`config.mk`:
```
export PLATFORM = sky130hd
export DESIGN_NAME = obi_xbar_n_to_one_ot
export DESIGN_NICKNAME = d
export VERILOG_FILES = /design/src/rtl/obi_xbar_n_to_one_ot.sv
export SDC_FILE = /design/constraint.sdc
export NUM_CORES = 1
export LEC_CHECK = 0
export CAP_MARGIN = 10
export CORE_AREA = 2 2 202 204
export CTS_CLUSTER_DIAMETER = 120
export CTS_CLUSTER_SIZE = 30
export DETAILED_ROUTE_END_ITERATION = 10
export DIE_AREA = 0 0 204 206
export HOLD_SLACK_MARGIN = 0.03
export PLACE_DENSITY = 0.51
export REMOVE_ABC_BUFFERS = 1
export SETUP_SLACK_MARGIN = 0.3
export SLEW_MARGIN = 25
export SYNTH_ARGS = -nofsm -noshare
export SYNTH_HDL_FRONTEND = slang
export SYNTH_SLANG_ARGS = --single-unit
```
`constraint.sdc`:
```
create_clock -name clk_i -period 7.1 [get_ports clk_i]
set_clock_uncertainty 0.15 [all_clocks]
set_input_delay 0.71 -clock clk_i [delete_from_list [all_inputs] [get_ports clk_i]]
set_output_delay 0.71 -clock clk_i [all_outputs]
set_load 0.02 [all_outputs]
```
`src/rtl/obi_xbar_n_to_one_ot.sv`:
```
// N-master to 1-slave OBI arbiter with request locking and a route FIFO for in-order
// responses. Define OBI_XBAR_PERF_CNT_EN to build the per-master accepted-request counters.
package obi_xbar_pkg;
  localparam int unsigned OBI_ADDR_WIDTH = 32;
  localparam int unsigned OBI_DATA_WIDTH = 32;

  typedef struct packed {
    logic                        req;
    logic                        we;
    logic [OBI_DATA_WIDTH/8-1:0] be;
    logic [OBI_ADDR_WIDTH-1:0]   addr;
    logic [OBI_DATA_WIDTH-1:0]   wdata;
  } obi_req_t;

  typedef struct packed {
    logic                      gnt;
    logic                      rvalid;
    logic [OBI_DATA_WIDTH-1:0] rdata;
  } obi_resp_t;
endpackage

module obi_xbar_n_to_one_ot #(
  parameter int unsigned NMASTER         = 3,
  parameter int unsigned ADDR_WIDTH      = 32,
  parameter int unsigned DATA_WIDTH      = 32,
  parameter int unsigned MAX_OUTSTANDING = 4,
  parameter type         obi_req_t       = obi_xbar_pkg::obi_req_t,
  parameter type         obi_resp_t      = obi_xbar_pkg::obi_resp_t
) (
  input  logic                                 clk_i,
  input  logic                                 rst_ni,
  input  obi_req_t  [NMASTER-1:0]              master_req_i,
  output obi_resp_t [NMASTER-1:0]              master_resp_o,
  output obi_req_t                             slave_req_o,
  input  obi_resp_t                            slave_resp_i,
  output logic [$clog2(MAX_OUTSTANDING+1)-1:0] outstanding_o,
  output logic                                 rsp_err_o,
  output logic [NMASTER-1:0][31:0]             perf_gnt_cnt_o
);

  localparam int unsigned IDX_W = (NMASTER > 1) ? $clog2(NMASTER) : 1;
  localparam int unsigned PTR_W = (MAX_OUTSTANDING > 1) ? $clog2(MAX_OUTSTANDING) : 1;
  localparam int unsigned CNT_W = $clog2(MAX_OUTSTANDING + 1);

  typedef logic [IDX_W-1:0] idx_t;
  typedef logic [PTR_W-1:0] ptr_t;

  if ($bits(obi_req_t) != 2 + ADDR_WIDTH + DATA_WIDTH + DATA_WIDTH/8) begin : g_req_width_chk
    $error("obi_req_t does not match ADDR_WIDTH/DATA_WIDTH");
  end

  idx_t             rr_q, sel_q, arb_sel, sel, head;
  logic             lock_q, rsp_err_q;
  ptr_t             wr_ptr_q, rd_ptr_q;
  logic [CNT_W-1:0] count_q;
  logic             full, empty, accept, pop;
  idx_t             route_mem [MAX_OUTSTANDING];

  function automatic ptr_t ptr_inc(input ptr_t p);
    return (p == ptr_t'(MAX_OUTSTANDING - 1)) ? '0 : p + ptr_t'(1);
  endfunction

  // Round-robin search: walking candidates from the far end down to rr_q leaves the
  // first requester at or after the pointer as the winner.
  always_comb begin
    int unsigned cand;
    // NOTE: every combinational output gets a default first so no path infers a latch.
    arb_sel = rr_q;
    cand    = 0;
    for (int k = NMASTER - 1; k >= 0; k--) begin
      cand = int'(rr_q) + k;
      if (cand >= NMASTER) cand = cand - NMASTER;
      if (master_req_i[cand].req) arb_sel = idx_t'(cand);
    end
  end

  assign sel    = lock_q ? sel_q : arb_sel;
  assign full   = (count_q == CNT_W'(MAX_OUTSTANDING));
  assign empty  = (count_q == '0);
  assign accept = slave_req_o.req & slave_resp_i.gnt;
  assign pop    = slave_resp_i.rvalid & ~empty;
  assign head   = route_mem[rd_ptr_q];

  // Full blocks the request outright; a pop in the same cycle does not open a slot early.
  always_comb begin
    slave_req_o     = master_req_i[sel];
    slave_req_o.req = master_req_i[sel].req & ~full;
  end

  always_comb begin
    for (int i = 0; i < NMASTER; i++) begin
      master_resp_o[i]        = '0;
      master_resp_o[i].gnt    = accept & (sel == idx_t'(i));
      master_resp_o[i].rvalid = pop & (head == idx_t'(i));
      master_resp_o[i].rdata  = slave_resp_i.rdata;
    end
  end

  // NOTE: state registers use non-blocking assignments so every flop samples pre-edge values.
  always_ff @(posedge clk_i) begin
    if (!rst_ni) begin
      rr_q      <= '0;
      sel_q     <= '0;
      lock_q    <= 1'b0;
      wr_ptr_q  <= '0;
      rd_ptr_q  <= '0;
      count_q   <= '0;
      rsp_err_q <= 1'b0;
    end else begin
      if (accept) begin
        rr_q   <= (sel == idx_t'(NMASTER - 1)) ? '0 : sel + idx_t'(1);
        lock_q <= 1'b0;
      end else if (slave_req_o.req) begin
        // Hold the stalled master until the slave grants it.
        lock_q <= 1'b1;
        sel_q  <= sel;
      end
      if (accept) wr_ptr_q <= ptr_inc(wr_ptr_q);
      if (pop)    rd_ptr_q <= ptr_inc(rd_ptr_q);
      count_q <= count_q + CNT_W'(accept) - CNT_W'(pop);
      if (slave_resp_i.rvalid && empty) rsp_err_q <= 1'b1;
    end
  end

  // NOTE: route storage has no reset; an entry is only read while count_q says it is valid.
  always_ff @(posedge clk_i) begin
    if (accept) route_mem[wr_ptr_q] <= sel;
  end

  assign outstanding_o = count_q;
  assign rsp_err_o     = rsp_err_q;

`ifdef OBI_XBAR_PERF_CNT_EN
  logic [NMASTER-1:0][31:0] perf_q;

  always_ff @(posedge clk_i) begin
    if (!rst_ni)     perf_q      <= '0;
    else if (accept) perf_q[sel] <= perf_q[sel] + 32'd1;
  end

  assign perf_gnt_cnt_o = perf_q;
`else
  assign perf_gnt_cnt_o = '0;
`endif

endmodule

```
# After elaboration in Yosys (flattened, before gate mapping)
# Memories as Yosys holds them, arrays and structs flattened. A register that Yosys moved wholly into a read port is not among the register bits.
# Cells that the tools add are included.
# op_classes
addsub	10
n_lt_le_gt_ge	7
n_eq_ne	7
mux	22
bitwise	13
n_reduce_logical	6
# op_table
cell	count
binary-select mux 70 bit (select 2 bit)	4
two-way mux 70 bit	4
< comparator 32 x 3 -> 1 bit, second input constant	3
two-way mux 32 bit	3
two-way mux 2 bit	9
AND 1 bit	9
equality test 2 bit, second input constant	4
subtractor 3 x 2 -> 4 bit, second input constant	2
adder 2 x 1 -> 2 bit, second input constant	3
>= comparator 3 x 2 -> 1 bit, second input constant	2
equality test 2 x 1 -> 1 bit, second input constant	2
logical NOT 2 bit	2
inverter 1 bit	4
adder 2 x 1 -> 3 bit, second input constant	1
adder 2 x 2 -> 3 bit, second input constant	1
adder 3 x 1 -> 3 bit	1
equality test 3 bit, second input constant	1
logical NOT 3 bit	1
< comparator 2 x 3 -> 1 bit, second input constant	1
subtractor 2 x 2 -> 3 bit, second input constant	1
subtractor 3 x 1 -> 3 bit	1
>= comparator 2 bit, second input constant	1
two-way mux 1 bit	2
AND reduction 2 bit	1
2 further kinds	2
# word_totals
regBits	13
mem_bits_rw	8
in_bits	246
output_inout_bits	272
elab_cells	73
mem_count	1
# mem_list
memory	words	width	read_ports	rd_ports_with_merged_regs	wr	line	rtl
route_mem	4	2	1	1	1	57	idx_t route_mem [MAX_OUTSTANDING];

# Longest topological paths before layout
# logic_depth
ltp_word	15
mapped_depth	17
ltp_nobuf	15

# Worst setup path after synthesis
# OpenSTA, ideal clock, no wires.
# synth_path
path_kind	reg2reg
startpoint	reg rr_q[1]
endpoint	reg count_q[2], in the netlist outstanding_o[2]
setup_time_ps	119
t_arrival_ps	3071
required_ps	6831
setup_slack_ps	3760
stages_incl_launch_ff	18
path_buffers	2
synth_period_minus_slack_ps	3340
path_cell_list	dfxtp_1 inv_1 ha_1 buf_2 or2_2 a32oi_2 nand2_1 o2bb2ai_1 buf_2 mux2i_1 a21oi_2 inv_2 ha_1 inv_1 ha_1 fa_1 xnor2_1 nor2_1
# synth_between
elab_chain_len	15
word_cells_on_any_way	27
classes_between	7 x add/sub; 3 x order compare; 15 x mux; 2 x bitwise
# synth_rtl
element	line	rtl
start: declaration	52	idx_t rr_q, sel_q, arb_sel, sel, head;
start signal: assignment	111	rr_q <= (sel == idx_t'(NMASTER - 1)) ? '0 : sel + idx_t'(1);
adder 2 x 2 -> 3 bit	71	cand = int'(rr_q) + k;
subtractor 3 x 2 -> 4 bit / >= comparator 3 x 2 -> 1 bit (equally long branches)	72	if (cand >= NMASTER) cand = cand - NMASTER;
two-way mux 32 bit	72	
binary-select mux 70 bit (select 2 bit)	73	if (master_req_i[cand].req) arb_sel = idx_t'(cand);
two-way mux 70 bit (not written as such)	73	
two-way mux 2 bit (2 in a row)	73	
two-way mux 2 bit *	73	
two-way mux 2 bit *	77	assign sel = lock_q ? sel_q : arb_sel;
binary-select mux 70 bit (select 2 bit) *	87	slave_req_o.req = master_req_i[sel].req & ~full;
two-way mux 70 bit (not written as such) *	87	
AND 1 bit *	87	
AND 1 bit *	80	assign accept = slave_req_o.req & slave_resp_i.gnt;
adder 3 x 1 -> 3 bit *	120	count_q <= count_q + CNT_W'(accept) - CNT_W'(pop);
subtractor 3 x 1 -> 3 bit *	120	
end signal: assignment	120	
end: declaration	55	logic [CNT_W-1:0] count_q;
# Every way passes the cells marked *; elsewhere a longest branch is shown, timed or not. The select of a mux whose other input is x is not followed.
# A chain may end at the register's enable or synchronous reset.

==> impl_metrics.py <==
metrics = {
    "run_status": {
        "result_of_the_run": "finished, final reports clean",
    },
    "die": {
        "die_width_um": 204,
        "ioPinCount": 518,
        "design.core.area_um2": 40200,
        "initial_utilization_pct": 10.7,
        "die_area_um2": 42000,
        "die_y_um": 206,
        "num_rows": 74,
    },
    "logic_synthesis": {
        "yosysWarningCount": 0,
        "synth.yosys.seq_area_share_pct": 12.5,
        "synthesis.instances": 505,
        "synthMostInstantiatedCell": "buf_4",
        "syn-cell-area_um2": 4320,
        "synthDominantAreaCellType": "buf_4",
        "ys_dominant_reg_cell": "dfxtp_1",
        "post-synth-top-area-fraction_pct": 33.6,
        "postSynthRegisterBits": 23,
        "yosys.cell_types.count": 51,
        "synth_common_cells": "buf_4 (193), mux2i_1 (74), o2bb2ai_1 (70), buf_2 (15), dfxtp_1 (15)",
        "synth.avg_cell_area_um2": 8.55,
        "synth_enable_flop_cells": 8,
        "async_flop_share_pct": 0,
        "ys_top_cells_by_area": "buf_4 (34%), mux2i_1 (17%), o2bb2ai_1 (14%), dfxtp_1 (7.0%), edfxtp_1 (5.6%)",
    },
    "clock_tree": {
        "cts.reportedPaths.clkPinSlew_ns": 0.06,
        "cts_made_buffers": 3,
        "cts.path.max_buffers": 2,
        "cts.repair.resized": 0,
        "cts_post_setup_buffers_inserted": 0,
        "htree_levels": 1,
        "root_buffer": "clkbuf_16",
        "clock_insertion_delay_worst_skew_ns": 0.26,
        "cts_tree": "done",
        "cts.sink_count": 23,
        "post_cts_hold_buffer_count": 0,
    },
    "worst_setup_path": {
        "timing.critical_path.fanout_max": 36,
        "required_ns": 6.24,
        "timing.critical_path.slowest_cell_delay_ns": 0.64,
        "terminus_of_the_critical_flop_to_flop_path": "outstanding_o[2]",
        "critical_path_s_slowest_cell": "mux2i_1",
        "critPathCaptureType": "primary output",
        "setup.worst_path.start": "master_req_i[139]",
        "critPathTopFamily": "buffers and inverters",
        "crit_path_cell_trace": "clkdlybuf4s50_1 > nand2_1 > o31a_1 > o21ai_0 > o2bb2ai_4 > buf_4 > mux2i_1 > o2bb2ai_1 > clkdlybuf4s50_1",
        "reg2reg_setup_slack_ns": 3.31,
        "r2r_cells": 15,
        "startpoint_type": "input port",
        "worst-setup-path-type": "input port to primary output",
        "critical_path.most_common_cell": "clkdlybuf4s50_1",
        "regToRegStartpoint": "rr_q[0]",
        "cp.buffers_inverters": 3,
        "critical_path_depth": 9,
        "arrival_time_of_the_worst_setup_path_ns": 4.28,
        "worst_setup_path_endpoint": "slave_req_o[51]",
    },
    "detailed_routing": {
        "post-route-drc-count": 0,
        "total_via_count_after_detailed_routing": 4265,
        "wire_per_inst_um": 24.6,
        "detail_route.wirelength_mm": 29.9,
        "via_per_inst": 3.51,
        "antenna_left": 0,
        "detailedRoute.firstPassIterationCount": 4,
        "dr.first_iter.drc_count": 202,
    },
    "sta": {
        "period_share_pct": 72.4,
        "hold-worst-slack_ns": 0.322,
        "final_period_minus_worst_setup_slack_ns": 5.14,
        "tightestPinTransition_ns": 0.644,
        "timing.slew.headroom_pct": 55.9,
        "setup_viol": 0,
        "drv_slew": 0,
        "rsz_0062_raised_after_global_routing": "false",
        "max_freq_mhz": 195,
        "fin_tns_setup_ns": 0,
        "timing_hold_violations_final": 0,
    },
    "finish": {
        "final_layout_size_suffix_gt1_share_pct": 3.51,
        "layout.cell_area.non_filler_um2": 6840,
        "antenna-diode-count": 0,
        "flow.area_growth_from_synthesis_pct": 58.5,
        "finish.net_count": 942,
        "postLayoutCoreUtil_pct": 17.0,
    },
    "global_route": {
        "global_route_wire_length_before_repair_mm": 38.4,
        "grt_start_max_net_pins": 40,
        "grt_use_met3_pct": 11.1,
        "number_of_antenna_violations_at_the_first_check_in_global_routing": 6,
        "grtUsageTotal_pct": 13.6,
        "met2_capacity_usage_during_global_routing_pct": 18.2,
        "number_of_global_route_vias_before_repair": 4360,
        "globalRoute.busiestLayer": "met2",
        "global_route.usage.met1_pct": 16.9,
        "overflow": 0,
    },
    "placement": {
        "buffer_ports.inserted": 293,
        "detailed_place.area_um2": 6760,
        "detailed_place_hpwl_mm": 27.1,
        "finalWeightedCongestion": 0.962,
    },
    "power": {
        "ir_drop_mv": 0.147,
        "power.leakage_nw": 2.80,
        "cellPowerDensity_nw_per_um2": 474,
        "power.total_w": 0.00324,
    },
    "min_path": {
        "worst_hold_path_type": "register to register",
    },
    "flow_run": {
        "maxCapViolCount": 0,
    },
}
per-stage QoR:
step | std cells | setup slack (ns)
global route | 1216 | 1.78
global placement | 1212 | 1.85
detailed placement | 1212 | 1.92
floorplan | 381 | -1.35
finish | 1216 | 1.96
CTS | 1216 | 1.92
layer usage:
layer	up-vias	routed length, um	part of all wire, %
li1	1869	-	-
met1	2014	12700	42
met2	350	11200	37
met3	22	5770	19
met4	10	107	0.36
met5	-	178	0.59
layout by cell type (no fill, tap or decap), drive strengths merged, types with 8 or more instances in the layout:
master	count
ha	10
a21oi	8
conb	96
inv	14
nand2	14
nor2	9
clkdlybuf4s50	293
edfxtp	8
mux2i	74
dfxtp	15
o2bb2ai	70
how the worst min path moves through the flow:
stage	start	to	slack, ns	depth (start not counted)
finish	rsp_err_o	rsp_err_o	0.32	2
global route	rd_ptr_q[1]	register	0.37	2
CTS	rsp_err_o	rsp_err_o	0.33	2
detailed placement	rsp_err_o	rsp_err_o	0.32	2
global placement	rsp_err_o	rsp_err_o	0.31	2
floorplan	sel_q[0]	sel_q[0]	0.30	2
where the power goes:
part / leakage [nW] / internal (W) / total (W) / switching [W]
clock network: 0.0382 / 0.0000766 / 0.000122 / 0.0000456
logic: 2.57 / 0.00118 / 0.00290 / 0.00173
registers: 0.197 / 0.000186 / 0.000219 / 0.0000332
total: 2.80 / 0.00144 / 0.00324 / 0.00180
cell families after synthesis:
logic type               after synthesis  synth area share [%]
adder cells (fa/ha/maj)               11                  3.36
other                                  1                0.0869
AO/OA/AOI/OAI                        101                  20.1
buffers and inverters                233                  37.8
multiplexers                          78                  18.7
AND/OR/NAND/NOR                       56                  6.96
XOR/XNOR                               2                 0.406
flip-flops                            23                  12.5
layout make-up:
class                   instances  area (um^2)
well taps                     532          666
fillers                      4583        33300
repair buffers                299         2980
flip-flops and latches         23          541
clock buffers                   4         78.8
inverters                      14         52.6
multi-input cells             344         2520
registers in the layout, indices dropped and copies added (netlist names), named ones only:
| signal | cells |
|---|---|
| lock_q | 1 |
| rr_q | 2 |
| route_mem | 8 |
| rd_ptr_q | 2 |
| rsp_err_o | 1 |
| wr_ptr_q | 2 |
| sel_q | 2 |
| outstanding_o | 3 |
tightest hold or removal path, stage by stage (launching register included):
cell and delay [ns]:
dfxtp_1 0.32, a21oi_1 0.04, nor2_1 0.07
Power figures use the tool's default switching activity.
